`src/rtl/eceg_encryptor.sv`:
```
// EC-ElGamal encryption engine: C1 = k*G, C2 = M + k*Q, MSB-first double-and-add.
// Optional ECEG_CONSTTIME_EN: fixed-latency schedule (ADD cycle spent for every bit).
`ifndef DATAWIDTH
`define DATAWIDTH 8
`endif
`ifndef ECC_P
`define ECC_P 17
`endif
`ifndef ECC_A
`define ECC_A 2
`endif

// Combinational affine point adder over GF(ECC_P); doubles when both operands match.
module PointAdder (
  input  logic [`DATAWIDTH-1:0] x1,
  input  logic [`DATAWIDTH-1:0] y1,
  input  logic [`DATAWIDTH-1:0] x2,
  input  logic [`DATAWIDTH-1:0] y2,
  output logic [`DATAWIDTH-1:0] x3,
  output logic [`DATAWIDTH-1:0] y3,
  output logic                  inf
);
  localparam int W = `DATAWIDTH;
  localparam logic [W-1:0] PM    = W'(`ECC_P);
  localparam logic [W-1:0] AC    = W'(`ECC_A);
  localparam logic [W-1:0] THREE = W'(3);

  function automatic logic [W-1:0] fadd(input logic [W-1:0] a, input logic [W-1:0] b);
    logic [W:0] s;
    s = {1'b0, a} + {1'b0, b};
    if (s >= {1'b0, PM}) s = s - {1'b0, PM};
    return s[W-1:0];
  endfunction

  function automatic logic [W-1:0] fsub(input logic [W-1:0] a, input logic [W-1:0] b);
    logic [W:0] d;
    if (a >= b) d = {1'b0, a} - {1'b0, b};
    else        d = {1'b0, a} + {1'b0, PM} - {1'b0, b};
    return d[W-1:0];
  endfunction

  function automatic logic [W-1:0] fmul(input logic [W-1:0] a, input logic [W-1:0] b);
    logic [2*W-1:0] t;
    t = {{W{1'b0}}, a} * {{W{1'b0}}, b};
    t = t % {{W{1'b0}}, PM};
    return t[W-1:0];
  endfunction

  // Fermat inverse a^(p-2); p is prime
  function automatic logic [W-1:0] finv(input logic [W-1:0] a);
    logic [W-1:0] r, b, e;
    r = W'(1);
    b = a;
    e = PM - W'(2);
    for (int unsigned i = 0; i < W; i++) begin
      if (e[i]) r = fmul(r, b);
      b = fmul(b, b);
    end
    return r;
  endfunction

  logic [W-1:0] num, den, lam, tx, ty;

  always_comb begin
    inf = 1'b0;
    num = '0;
    den = '0;
    if (x1 == x2) begin
      inf = !((y1 == y2) && (y1 != '0));
      num = fadd(fmul(THREE, fmul(x1, x1)), AC);
      den = fadd(y1, y1);
    end else begin
      num = fsub(y2, y1);
      den = fsub(x2, x1);
    end
    lam = fmul(num, finv(den));
    tx  = fsub(fsub(fmul(lam, lam), x1), x2);
    ty  = fsub(fmul(lam, fsub(x1, tx)), y1);
    x3  = inf ? '0 : tx;
    y3  = inf ? '0 : ty;
  end
endmodule

module eceg_encryptor #(
  parameter int KWIDTH = 8
) (
  input  logic                  clk,
  input  logic                  rst_n,
  input  logic                  start,
  input  logic [KWIDTH-1:0]     k,
  input  logic [`DATAWIDTH-1:0] Gx,
  input  logic [`DATAWIDTH-1:0] Gy,
  input  logic [`DATAWIDTH-1:0] Qx,
  input  logic [`DATAWIDTH-1:0] Qy,
  input  logic [`DATAWIDTH-1:0] Mx,
  input  logic [`DATAWIDTH-1:0] My,
  output logic                  busy,
  output logic                  done,
  output logic [`DATAWIDTH-1:0] C1x_out,
  output logic [`DATAWIDTH-1:0] C1y_out,
  output logic                  C1_inf,
  output logic [`DATAWIDTH-1:0] C2x_out,
  output logic [`DATAWIDTH-1:0] C2y_out
);
  localparam int W  = `DATAWIDTH;
  localparam int IW = (KWIDTH > 1) ? $clog2(KWIDTH) : 1;

  typedef enum logic [1:0] {IDLE, DBL, ADD, MSG} state_t;
  state_t state;

  logic [KWIDTH-1:0] k_r;
  logic [IW-1:0]     idx;
  logic [W-1:0]      gx_r, gy_r, qx_r, qy_r, mx_r, my_r;
  logic [W-1:0]      a1x, a1y, a2x, a2y;
  logic              a1_inf, a2_inf;

  // Second adder operand: self in DBL, base in ADD, message (A2 only) in MSG
  logic [W-1:0] op1x, op1y, op2x, op2y;
  logic [W-1:0] s1x, s1y, s2x, s2y;
  logic         s1_inf, s2_inf;

  always_comb begin
    op1x = gx_r;
    op1y = gy_r;
    op2x = qx_r;
    op2y = qy_r;
    if (state == DBL) begin
      op1x = a1x;
      op1y = a1y;
      op2x = a2x;
      op2y = a2y;
    end else if (state == MSG) begin
      op2x = mx_r;
      op2y = my_r;
    end
  end

  PointAdder add1 (.x1(a1x), .y1(a1y), .x2(op1x), .y2(op1y), .x3(s1x), .y3(s1y), .inf(s1_inf));
  PointAdder add2 (.x1(a2x), .y1(a2y), .x2(op2x), .y2(op2y), .x3(s2x), .y3(s2y), .inf(s2_inf));

  always_ff @(posedge clk) begin
    if (!rst_n) begin
      state   <= IDLE;
      busy    <= 1'b0;
      done    <= 1'b0;
      C1x_out <= '0;
      C1y_out <= '0;
      C1_inf  <= 1'b0;
      C2x_out <= '0;
      C2y_out <= '0;
      k_r     <= '0;
      idx     <= '0;
      gx_r    <= '0;
      gy_r    <= '0;
      qx_r    <= '0;
      qy_r    <= '0;
      mx_r    <= '0;
      my_r    <= '0;
      a1x     <= '0;
      a1y     <= '0;
      a2x     <= '0;
      a2y     <= '0;
      a1_inf  <= 1'b1;
      a2_inf  <= 1'b1;
    end else begin
      done <= 1'b0;
      case (state)
        IDLE: begin
          if (start && !done) begin
            k_r    <= k;
            gx_r   <= Gx;
            gy_r   <= Gy;
            qx_r   <= Qx;
            qy_r   <= Qy;
            mx_r   <= Mx;
            my_r   <= My;
            idx    <= IW'(KWIDTH - 1);
            a1_inf <= 1'b1;
            a2_inf <= 1'b1;
            busy   <= 1'b1;
            state  <= DBL;
          end
        end
        DBL: begin
          if (!a1_inf) begin
            a1x    <= s1x;
            a1y    <= s1y;
            a1_inf <= s1_inf;
          end
          if (!a2_inf) begin
            a2x    <= s2x;
            a2y    <= s2y;
            a2_inf <= s2_inf;
          end
`ifdef ECEG_CONSTTIME_EN
          state <= ADD;
`else
          // Zero bits need no add cycle: advance straight to the next bit
          if (k_r[idx])          state <= ADD;
          else if (idx == '0)    state <= MSG;
          else begin
            idx   <= idx - 1'b1;
            state <= DBL;
          end
`endif
        end
        ADD: begin
          if (k_r[idx]) begin
            if (a1_inf) begin
              a1x    <= gx_r;
              a1y    <= gy_r;
              a1_inf <= 1'b0;
            end else begin
              a1x    <= s1x;
              a1y    <= s1y;
              a1_inf <= s1_inf;
            end
            if (a2_inf) begin
              a2x    <= qx_r;
              a2y    <= qy_r;
              a2_inf <= 1'b0;
            end else begin
              a2x    <= s2x;
              a2y    <= s2y;
              a2_inf <= s2_inf;
            end
          end
          if (idx == '0) state <= MSG;
          else begin
            idx   <= idx - 1'b1;
            state <= DBL;
          end
        end
        MSG: begin
          C1x_out <= a1_inf ? '0 : a1x;
          C1y_out <= a1_inf ? '0 : a1y;
          C1_inf  <= a1_inf;
          C2x_out <= a2_inf ? mx_r : s2x;
          C2y_out <= a2_inf ? my_r : s2y;
          done    <= 1'b1;
          busy    <= 1'b0;
          state   <= IDLE;
        end
        default: state <= IDLE;
      endcase
    end
  end
endmodule
```
`config.mk`:
```
export PLATFORM = sky130hd
export DESIGN_NAME = eceg_encryptor
export DESIGN_NICKNAME = d
export VERILOG_FILES = /design/src/rtl/eceg_encryptor.sv
export SDC_FILE = /design/constraint.sdc
export NUM_CORES = 2
export LEC_CHECK = 0
export BUFFER_PORTS_ARGS = -buffer_cell sky130_fd_sc_hd__buf_4
export CORE_ASPECT_RATIO = 1.4
export CORE_MARGIN = 1
export CORE_UTILIZATION = 41
export DETAILED_ROUTE_END_ITERATION = 10
export GPL_ROUTABILITY_DRIVEN = 0
export SYNTH_ARGS = -nofsm -noshare
export SYNTH_HDL_FRONTEND = slang
export SYNTH_SLANG_ARGS = --single-unit
```
`constraint.sdc`:
```
create_clock -name clk -period 187.9 [get_ports clk]
set_input_delay 18.79 -clock clk [delete_from_list [all_inputs] [get_ports clk]]
set_output_delay 18.79 -clock clk [all_outputs]
set_load 0.05 [all_outputs]
```
# --- Word-level counts from Yosys, hierarchy flattened ---
# Index checks and enable logic that the tools add are counted.
totals:
  out_inout_bits: 35
  regBits: 130
  in_bits: 59
  wordCells: 234
op_classes:
  reduce_logical: 19
  addsub: 45
  div_mod_pow: 24
  mul: 22
  muxes: 73
  n_eq_ne: 12
  order_cmp: 17
ops:
  columns: ["cell", "count"]
  rows:
  - ["8-bit two-way mux", 46]
  - ["16-bit by 5-bit remainder unit with 16-bit output, second input constant", 20]
  - ["8-bit by 8-bit multiplier with 16-bit output", 20]
  - ["8-bit subtractor", 24]
  - ["8-bit by 5-bit adder with 8-bit output, second input constant", 12]
  - ["8-bit greater-or-equal comparator", 12]
  - ["8-bit case mux with 2 select lines", 4]
  - ["9-bit by 5-bit greater-or-equal comparator with 1-bit output, second input constant", 4]
  - ["8-bit == test", 4]
  - ["10-bit by 5-bit remainder unit with 16-bit output, second input constant", 2]
  - ["8-bit by 5-bit remainder unit with 16-bit output, second input constant", 2]
  - ["8-bit by 5-bit subtractor with 8-bit output, second input constant", 4]
  - ["2-bit by 8-bit multiplier with 10-bit output, first input constant", 2]
  - ["8-bit by 2-bit adder with 9-bit output, second input constant", 2]
  - ["8-bit by 8-bit adder with 9-bit output", 2]
  - ["8-bit nonzero test", 2]
  - ["3-bit AND reduction", 4]
  - ["1-bit two-way mux", 11]
  - ["2-bit inequality test, second input constant", 5]
  - ["3-bit two-way mux", 3]
  - ["3-bit case mux with 3 select lines", 1]
  - ["2-bit case mux with 4 select lines", 1]
  - ["2-bit two-way mux", 3]
  - ["1-bit case mux with 3 select lines", 2]
  - ["13 further kinds", 20]

# --- Logic depth before layout (Yosys ltp) ---
logic_depth:
  depth_word: 36
  ltp_mapped: 551
  mapped_depth_nobuf: 534

# --- Hierarchy ---
# From an unflattened synthesis, not the netlist that was laid out.
hier_totals:
  cells_unflattened: 12731
  hier_area_um2: 92867.8
modules_own_cells:
  columns: ["module", "instances", "seq_area_each_um2", "cells_per_inst", "area_per_inst_um2"]
  rows:
  - ["PointAdder at add1", 1, 0.0, 6017, 43558.0]
  - ["PointAdder at add2", 1, 0.0, 5982, 42918.7]
  - ["eceg_encryptor", 1, 2602.5, 732, 6391.1]

# --- Worst setup path before layout ---
# No wires, ideal clock.
synth_path:
  path_kind: "reg2reg"
  from: "register state[1]"
  to: "register a2y[6]"
  setup_slack_ns: 83.159
  path_stages_with_launch: 503
  t_required_ns: 187.772
  path_buffers: 16
  arrival_ns: 104.613
  path_cell_list: "dfxtp_1 -> ha_1 -> clkbuf_1 -> buf_1 -> mux2i_1 -> o21ai_0 -> inv_1 -> ha_1 -> fa_1 -> o21ai_2 -> a21oi_1 -> o21ai_1 -> a31oi_2 -> buf_4 -> nor2_1 -> a21oi_1 -> nor2_1 -> a21o_1 -> [... 467 more ...] -> a21oi_1 -> and2_1 -> clkbuf_1 -> xnor2_1 -> inv_1 -> ha_1 -> fa_1 -> o21ai_0 -> a21oi_1 -> o21ai_0 -> o211ai_1 -> nand2_1 -> clkbuf_1 -> nor2_1 -> o21ai_0 -> o211ai_1 -> o21ai_0 -> nor2_1"
synth_between:
  elab_chain_cells: 36
  word_cells_on_any_way: 71
  classes_between: "add/sub (17); mul (9); div (10); order compare (6); eq/ne (7); mux (18); reduce/logical (4)"
synth_lines:
  columns: ["item", "line", "text"]
  rows:
  - ["from (decl)", "109", "state_t state;"]
  - ["from (signal assigned)", "143", "state <= IDLE;"]
  - ["from (signal assigned)", "181", "state <= DBL;"]
  - ["from (signal assigned)", "199", "if (k_r[idx]) state <= ADD;"]
  - ["2-bit == test", "132", "end else if (state == MSG) begin"]
  - ["8-bit two-way mux", "132", null]
  - ["8-bit two-way mux", "127", "if (state == DBL) begin"]
  - ["8-bit by 5-bit adder with 8-bit output", "38", "else d = {1'b0, a} + {1'b0, PM} - {1'b0, b};"]
  - ["8-bit subtractor", "38", null]
  - ["8-bit two-way mux", "37", "if (a >= b) d = {1'b0, a} - {1'b0, b};"]
  - ["8-bit two-way mux", "68", "if (x1 == x2) begin"]
  - ["8-bit by 8-bit multiplier with 16-bit output", "44", "t = {{W{1'b0}}, a} * {{W{1'b0}}, b};"]
  - ["[... 20 more ...]", null, null]
  - ["16-bit by 5-bit remainder unit with 16-bit output", "45", "t = t % {{W{1'b0}}, PM};"]
  - ["8-bit by 5-bit adder with 8-bit output", "38", null]
  - ["8-bit subtractor", "38", null]
  - ["8-bit two-way mux", "37", null]
  - ["8-bit two-way mux", "80", "y3 = inf ? '0 : ty;"]
  - ["8-bit two-way mux", "218", "if (a2_inf) begin"]
  - ["8-bit two-way mux", "208", "if (k_r[idx]) begin"]
  - ["8-bit case mux with 2 select lines", "167", "case (state)"]
  - ["to (signal assigned)", "192", "a2y <= s2y;"]
  - ["to (signal assigned)", "220", "a2y <= qy_r;"]
  - ["to (signal assigned)", "224", "a2y <= s2y;"]
  - ["to (decl)", "114", "logic [W-1:0] a1x, a1y, a2x, a2y;"]
# Parallel ways exist; a longest one is shown, timed or not. The select of a mux whose other input is x is not followed.
# A chain may end at the register's enable or synchronous reset.

# --- Worst setup path in the final report ---
layout_path:
  from: "register state[1]"
  to: "register a2y[1]"
# Same word-level chain as after synthesis.

==> qor.yml <==
remaining_drc_errors: 0
timing.critical_path.buf_inv: 40
final_util: 0.433
root_buffer: "clkbuf_16"
fmax_mhz: 7.95
grt_overflow: 0
drt-initial-drc-count: 5438
track_usage: 0.212
fin_crit_sh: 0.670
hold_viol_final: 0
die_area_mm2: 0.222
clk_path_buf_depth: 2
post-cts-setup-buffer-count: 0
synth-main-ff-cell: "dfxtp_1"
critPathMaxStageDelay_ns: 1.03
syn2layout_area_growth_pct: 4.81
rsz0062_at_grt: "no"
setup_tns_ns: 0
async_flop_share: 0
worst_slew_pin_slew_ns: 1.30
maxSlewViolCount: 0
holdCritPathClass: "flop to flop"
htreeDepth: 4
syn_area_mm2: 0.0904
final_common_cell: "nor2_1"
drt-pass1-iter-count: 7
cp_data_arrival_time_ns: 126.12
drtAntennaViolNets: 0
die_w_um: 399
start_util: 0.413
layout.nets: 14000
drive_gt1_frac: 0.0623
slowest_stage: "xnor2_1"
numCtsBuffers: 17
antenna_found_initial: 4
worstPathRequired_ns: 188.22
ctsHoldBuffers: 0
dieHeight_um: 558
grt_pass1_wl_um: 411000
synth_cells: 12300
grt_pass1_vias: 86400
wl_um: 244000
startpoint_type: "flop"
maxCapViolations: 0
critical_path_class: "flop to flop"
via_per_inst: 5.77
ys_warn_count: 0
yosysUniqueCellTypes: 169
num_io_pins: 94
cts_sinks: 130
synth-edff-count: 0
fin_worst_skew_ns: 0.0127
hpwl_um: 204000
relSlewSlack: 0.130
finalCriticalPeriod_ns: 125.80
finalSetupViolations: 0
cp_top_family: "compound AO/OA/AOI/OAI gates"
cp-end-kind: "flop"
vias: 87400
synth-seq-area-share: 0.0288
ys_ff_latch: 130
syn_area_per_cell_um2: 7.33
critPathMostFrequentCell: "a21oi_1"
clk_pin_slew_worst_paths_ns: 0.06
ctsResizeCount: 0
cp_max_fo: 38
rows: 203
outcome: "completed"
clkLatencyLatePin_ns: 0.42
final_cell_mix: "nor2_1 (1566), inv_1 (1407), nand2_1 (1025)"
grt_max_degree: 77
portBuffers: 93
tritoncts: "done"
coreArea_mm2: 0.219
wl_per_cell_um: 16.1
## through the flow
step | cells | area, µm² | hold WS [ns] | setup slack (ns)
after floorplan | 12300 | 90400 | 0.433 | 83.16
after global placement | 15100 | 94100 | 0.452 | 65.88
after detailed placement | 15100 | 94100 | 0.460 | 63.46
after CTS | 15100 | 94700 | 0.469 | 62.99
after global routing | 15100 | 94700 | 0.480 | 51.32
final | 15200 | 94700 | 0.469 | 62.10
## kinds of logic (layout without fill, tap and decap cells)
family / Yosys count / in the layout / share of synthesized area
AO/OA/AOI/OAI: 3212 / 3212 / 0.244
XOR/XNOR: 1004 / 1004 / 0.0987
adder cells (fa/ha/maj): 1759 / 1759 / 0.298
buffers and inverters: 1693 / 1622 / 0.0727
flip-flops: 130 / 130 / 0.0288
multiplexers: 317 / 317 / 0.0373
other: 2 / 18 / 0.0000831
AND/OR/NAND/NOR: 4218 / 4218 / 0.220
## sequential cells by signal (all words and copies together), names as in the netlist
name     flops
C1y_out      8
qy_r         8
mx_r         8
a2_inf       1
state        2
done         1
k_r          8
gx_r         8
a2y          8
C2y_out      8
C1_inf       1
gy_r         8
a1y          8
busy         1
qx_r         8
C1x_out      8
C2x_out      8
my_r         8
a2x          8
a1_inf       1
a1x          8
idx          3
## worst paths after layout
| path | start | endpoint | slack, ns | cells past startpoint |
|---|---|---|---|---|
| worst max register to register | state[1]$_SDFFE_PN0P_ | a2y[1]$_SDFFE_PN0P_ | 62.10 | 494 |
| worst min register to register | k_r[1]$_SDFFE_PN0P_ | k_r[1]$_SDFFE_PN0P_ | 0.47 | 2 |
| worst min-delay path | k_r[1]$_SDFFE_PN0P_ | k_r[1]$_SDFFE_PN0P_ | 0.47 | 2 |
| worst max-delay path | state[1]$_SDFFE_PN0P_ | a2y[1]$_SDFFE_PN0P_ | 62.10 | 494 |
## synthesized netlist by cell type, types with 131 or more instances
cell type  count  area share
a31oi_1      132      0.0091
nor2_1      1567       0.065
inv_1       1407       0.058
clkbuf_1     197      0.0082
fa_1         680        0.15
ha_1        1023        0.14
o21ai_0      529       0.029
o211ai_1     132       0.011
nor3_1       227       0.013
mux2i_1      199       0.022
o21bai_1     171       0.014
a21oi_1      810       0.045
xnor2_1      680       0.066
nand2b_1     143      0.0099
xor2_1       310       0.030
nand3_1      260       0.014
nand2_1     1025       0.043
a21o_1       131       0.011
or2_2        201       0.014
## tightest hold or removal path, delay by kind of cell (launching register included)
| family | cells | cell delay [ns] |
|---|---|---|
| AO/OA/AOI/OAI | 1 | 0.06 |
| flip-flops | 1 | 0.31 |
| AND/OR/NAND/NOR | 1 | 0.05 |
## area by class of cell
cell class,count,area [µm²]
fill,22300,124000
multi-input combinational,10500,81300
inverter,1420,5330
tap,2870,3590
sequential,130,2600
timing repair buffer,170,1270
clock buffer,19,443
clock inverter,13,141
antenna,2,5.00
## routing by layer
| layer | track usage | part of all wire | up-vias |
|---|---|---|---|
| li1 | - | - | 42900 |
| met1 | 0.266 | 0.44 | 42200 |
| met2 | 0.398 | 0.51 | 2008 |
| met3 | 0.00957 | 0.034 | 348 |
| met4 | 0.0428 | 0.018 | 0 |
| met5 | 0 | 0 | - |
Power is left out: the tool's default activity adds up to more than one toggle a clock period on the data nets, which glitch-free logic cannot reach.
